<file path="src/rtl/sram_amm_arbiter.sv">
// Two-master round-robin arbiter in front of a single Avalon-MM SRAM controller
// port. Outstanding reads are tagged with the issuing master's ID in a small
// FIFO so that each readdatavalid beat is steered back to its owner.
module sram_amm_arbiter #(
   parameter int ADDR_W      = 18,
   parameter int DATA_W      = 16,
   parameter int MAX_PENDING = 4
) (
   input  logic              clk_i,
   input  logic              rst_i,
   input  logic [ADDR_W-1:0] m0_address_i,
   input  logic              m0_read_i,
   input  logic              m0_write_i,
   input  logic [DATA_W-1:0] m0_writedata_i,
   output logic              m0_waitrequest_o,
   output logic              m0_readdatavalid_o,
   output logic [DATA_W-1:0] m0_readdata_o,
   input  logic [ADDR_W-1:0] m1_address_i,
   input  logic              m1_read_i,
   input  logic              m1_write_i,
   input  logic [DATA_W-1:0] m1_writedata_i,
   output logic              m1_waitrequest_o,
   output logic              m1_readdatavalid_o,
   output logic [DATA_W-1:0] m1_readdata_o,
   output logic [ADDR_W-1:0] s_address_o,
   output logic              s_read_o,
   output logic              s_write_o,
   output logic [DATA_W-1:0] s_writedata_o,
   input  logic              s_waitrequest_i,
   input  logic              s_readdatavalid_i,
   input  logic [DATA_W-1:0] s_readdata_i,
   output logic              err_o
);

   localparam int PTR_W = $clog2(MAX_PENDING);
   localparam int CNT_W = PTR_W + 1;
   localparam logic [CNT_W-1:0] FULL_CNT = CNT_W'(MAX_PENDING);

   typedef enum logic {IDLE = 1'b0, BUSY = 1'b1} state_t;

   state_t            state, state_nxt;
   logic              grant, grant_nxt;
   logic              last_grant;
   logic              id_mem [MAX_PENDING];
   logic [PTR_W-1:0]  wr_ptr, rd_ptr;
   logic [CNT_W-1:0]  count;
   logic              full, empty;
   logic              el0, el1;
   logic              g_read, g_write;
   logic              accept, push, pop;

   assign full  = (count == FULL_CNT);
   assign empty = (count == '0);

   // A read+write pair from one master is treated as a read, so read_i decides
   // which eligibility rule applies.
   assign el0 = m0_read_i ? !full : m0_write_i;
   assign el1 = m1_read_i ? !full : m1_write_i;

   assign g_read  = grant ? m1_read_i  : m0_read_i;
   assign g_write = grant ? m1_write_i : m0_write_i;

   // Response steering: the FIFO head names the master owning this beat.
   assign pop                = s_readdatavalid_i & !empty;
   assign m0_readdatavalid_o = pop & !id_mem[rd_ptr];
   assign m1_readdatavalid_o = pop &  id_mem[rd_ptr];
   assign m0_readdata_o      = s_readdata_i;
   assign m1_readdata_o      = s_readdata_i;

   // Arbitration / slave-port muxing and next-state logic.
   always_comb begin
      state_nxt        = state;
      grant_nxt        = grant;
      s_address_o      = grant ? m1_address_i   : m0_address_i;
      s_writedata_o    = grant ? m1_writedata_i : m0_writedata_i;
      s_read_o         = 1'b0;
      s_write_o        = 1'b0;
      m0_waitrequest_o = 1'b1;
      m1_waitrequest_o = 1'b1;
      accept           = 1'b0;
      push             = 1'b0;
      case (state)
         IDLE: begin
            if (el0 || el1) begin
               state_nxt = BUSY;
               grant_nxt = (el0 && el1) ? !last_grant : el1;
            end
         end
         BUSY: begin
            // The full gate only matters if the granted master switched from a
            // write to a read while the FIFO filled; it prevents an overflow.
            s_read_o  = g_read & !full;
            s_write_o = g_write & !g_read;
            if (grant) m1_waitrequest_o = s_waitrequest_i;
            else       m0_waitrequest_o = s_waitrequest_i;
            accept = (s_read_o | s_write_o) & !s_waitrequest_i;
            push   = accept & s_read_o;
            if (accept || !(g_read || g_write)) state_nxt = IDLE;
         end
         default: state_nxt = IDLE;
      endcase
   end

   // Control state: FSM, grant history, FIFO pointers/count and sticky error.
   always_ff @(posedge clk_i) begin
      if (rst_i) begin
         state      <= IDLE;
         grant      <= 1'b0;
         last_grant <= 1'b1;
         wr_ptr     <= '0;
         rd_ptr     <= '0;
         count      <= '0;
         err_o      <= 1'b0;
      end else begin
         state <= state_nxt;
         grant <= grant_nxt;
         if (accept) last_grant <= grant;
         if (push) wr_ptr <= wr_ptr + PTR_W'(1);
         if (pop)  rd_ptr <= rd_ptr + PTR_W'(1);
         case ({push, pop})
            2'b10:   count <= count + CNT_W'(1);
            2'b01:   count <= count - CNT_W'(1);
            default: count <= count;
         endcase
         if (s_readdatavalid_i && empty) err_o <= 1'b1;
      end
   end

   // ID storage; contents are only meaningful below count, so no reset.
   always_ff @(posedge clk_i) begin
      if (push) id_mem[wr_ptr] <= grant;
   end

endmodule

</file>
<file path="config.mk">
export PLATFORM = sky130hd
export DESIGN_NAME = sram_amm_arbiter
export DESIGN_NICKNAME = d
export VERILOG_FILES = /design/src/rtl/sram_amm_arbiter.sv
export SDC_FILE = /design/constraint.sdc
export NUM_CORES = 1
export LEC_CHECK = 0
export BUFFER_PORTS_ARGS = -buffer_cell sky130_fd_sc_hd__buf_4
export CAP_MARGIN = 20
export CORE_MARGIN = 2
export CORE_UTILIZATION = 32
export DETAILED_ROUTE_END_ITERATION = 16
export HOLD_SLACK_MARGIN = 0.15
export PLACE_DENSITY = 0.81
export SLEW_MARGIN = 5
export SYNTH_ARGS = -nofsm -noshare
export SYNTH_HDL_FRONTEND = slang
export SYNTH_SLANG_ARGS = --single-unit
</file>
<file path="constraint.sdc">
create_clock -name clk_i -period 2.35 [get_ports clk_i]
set_clock_uncertainty 0.1 [all_clocks]
set_input_delay 0.47 -clock clk_i [delete_from_list [all_inputs] [get_ports clk_i]]
set_output_delay 0.47 -clock clk_i [all_outputs]
set_load 0.05 [all_outputs]
</file>
==> qor.csv <==
metric,value,unit
die_w,74.19,um
yosys_warnings,0,
end_kind,flip-flop,
syn-cell-area,1577,um2
setup_ws,106.5,ps
viasPerCell,4.503,
worst_pin_slew,519.5,ps
fin_crit,2243,ps
hold_path.class,in -> reg,
cts.sinks,17,
p_switching,0.0004929,W
met2WireLength,2.380,mm
rrSetupSlack,110,ps
multi_input_area,912.1,um2
crit_path_max_fanout,5,
drc,0,
leakage,1.077,nW
fill_cells,461,
synth-xor-area-share,2.778,%
synth_compound_area_share,9.206,%
p_sw_share,40.31,%
crit_slowest_cell,or3_2,
wl,4.232,mm
post-route-period-util,95.47,%
drive_gt1_share,69.32,%
max_cap_viol_count,0,
clk_path_buf_depth,2,
power.density,514.4,nW/um2
arrival,2310,ps
placed_cell_area,2331,um2
ys.flop_type,dfxtp_1,
synthAdderAreaFrac,5.238,%
hp-start,s_readdatavalid_i,
gp_congestion,0.7598,
p_int,0.0007300,W
final_cell_area,2377,um2
grt_usage,13.62,%
synthTopCellsByCount,"mux2_2, buf_4, dfxtp_1, nor2_1, inv_1",
dp_slack,-60.85,ps
route.met3.wl,304,um
cts_tree,done,
area_growth,50.79,%
synth_simple_gate_area_share,12.22,%
ys_ff_latch,17,
seq_power_share,28.9,%
grt_pass1_vias,1385,
num_vias,1432,
ir_drop,0.2949,mV
clk_latency,240,ps
drt_iter0_markers,17,
initial_utilization,33.38,%
synth_top_family_by_area,multiplexers,
cp.required,2420,ps
cts_buffers,3,
synth.largest_area_cell,mux2_2,
slew_viol_final,0,
dieArea,5504,um2
rsz0062_at_grt,false,
first_pass_iters,4,
async_flop_share,0,%
grt-ovfl-total,0,
yosys-top-cells-area,"mux2_2, dfxtp_1, buf_4",
final-hold-violation-count,0,
startpoint,count[1]$_SDFFE_PP0P_,
syn-instance-count,163,
io_pins,165,
clkTransAtPathRegs,60,ps
htree_levels,1,
seq_area,382.9,um2
antenna_found_initial,0,
num_rows,25,
top_layer_used,met4,
dpl.hpwl,3.635,mm
die_y,74.19,um
synthesis.nets,261,
cts_root_buf,clkbuf_8,
critPathMaxStageDelay,410,ps
regToRegStartpoint,count[1]$_SDFFE_PP0P_,
startpoint_type,flip-flop,
m1WireLength,1.471,mm
grt_max_degree,48,
comb_power_share,54.0,%
path_class,reg -> reg,
postSynthAreaPerCell,9.672,um2
finalNetCount,350,
status,"complete, no violations",
setup_viol_count_final,0,
portBuffers,116,
p_clk_share,17.1,%
grt_pass1_wl,5.989,mm
fmax,0.4457,GHz
worstPathCellList,"nor3b_4, nor3b_4, inv_1, ha_2, inv_1, fa_2, xor2_1, or3_2, a21oi_1",
synth_mux_area_share,26.98,%
n_antenna_cell,0,
synth-seq-area-share,24.13,%
synth.distinct_cells,38,
yosysMostFrequentCell,mux2_2,
maxSlewHeadroom,65.37,%
wire_per_inst,13.31,um
fp.coreArea,4723,um2
synth_top_cell_area_share,24.29,%
ant_nets,0,
synth-edff-count,4,
## worst max-delay path: cells and delay by family (launching register included)
kind            cells  cell delay (ps)
simple gates        3              780
fa+ha+maj           2              500
flops               1              360
compound gates      1              170
xor+xnor            1              150
buf+inv             2              110
## cell families (layout without fill, tap and decap cells)
logic type      Yosys count  in the layout
compound gates           19             19
xor+xnor                  5              5
fa+ha+maj                 6              6
buf+inv                  47            135
flops                    17             17
mux                      37             37
simple gates             32             32
## metrics by stage
stage	power [W]	cells	setup TNS [ps]	hold slack, ps	util (%)
6_report	0.001223	318	0	367.2	50.33
5_1_grt	0.001282	318	0	378.8	50.33
4_1_cts	0.001234	318	0	372.9	50.30
3_5_place_dp	0.001023	314	-60.85	370.5	49.35
3_3_place_gp	0.001010	314	0	365.1	49.35
2_1_floorplan	0.0009312	163	0	361.3	-
## layer usage
layer	global-route usage [%]	vias up
met4	5.051	0
met3	1.491	11
met1	15.43	649
met5	0	-
met2	25.99	71
li1	-	701
## power groups by stage
stage               registers [W]  clock network [W]  logic, W
floorplan                0.000364                  0  0.000567
global placement         0.000358                  0  0.000652
detailed placement       0.000360                  0  0.000663
CTS                      0.000354           0.000214  0.000666
global route             0.000358           0.000228  0.000696
finish                   0.000354           0.000209  0.000661
## timing repair
item / CTS / global route
hold endpoints to repair: 0 / 0
setup endpoints to repair: 0 / 1
gates resized for setup: 0 / 1
setup buffers: 0 / 0
hold buffers: 0 / 0
## placed cells by master (no fill, tap or decap), types with 2 or more instances in the layout
cell type | netlist | final
nor2_1 | 12 | 12
nor3b_4 | 2 | 2
edfxtp_1 | 4 | 4
dfxtp_1 | 13 | 11
nand2_1 | 3 | 3
xor2_1 | 3 | 3
a21oi_1 | 6 | 6
buf_4 | 33 | 123
nor2b_1 | 3 | 3
inv_1 | 8 | 8
xnor2_1 | 2 | 2
clkbuf_8 | 0 | 3
and2_1 | 5 | 5
mux2_2 | 34 | 34
dfxtp_2 | 0 | 2
ha_1 | 5 | 4
## layout make-up
type / count / share of cell area [%]
timing repair buffer: 123 / 38.84
multi-input combinational: 99 / 38.37
sequential: 17 / 16.11
tap: 67 / 3.526
clock buffer: 4 / 1.895
inverter: 8 / 1.263
## final timing paths
check                                              to  cells past startpoint
worst min-delay path               err_o$_SDFFE_PP0P_                      3
worst max register to register  count[2]$_SDFFE_PP0P_                      9
worst min register to register     err_o$_SDFFE_PP0P_                      2
worst max-delay path            count[2]$_SDFFE_PP0P_                      9
Power figures use the tool's default switching activity.
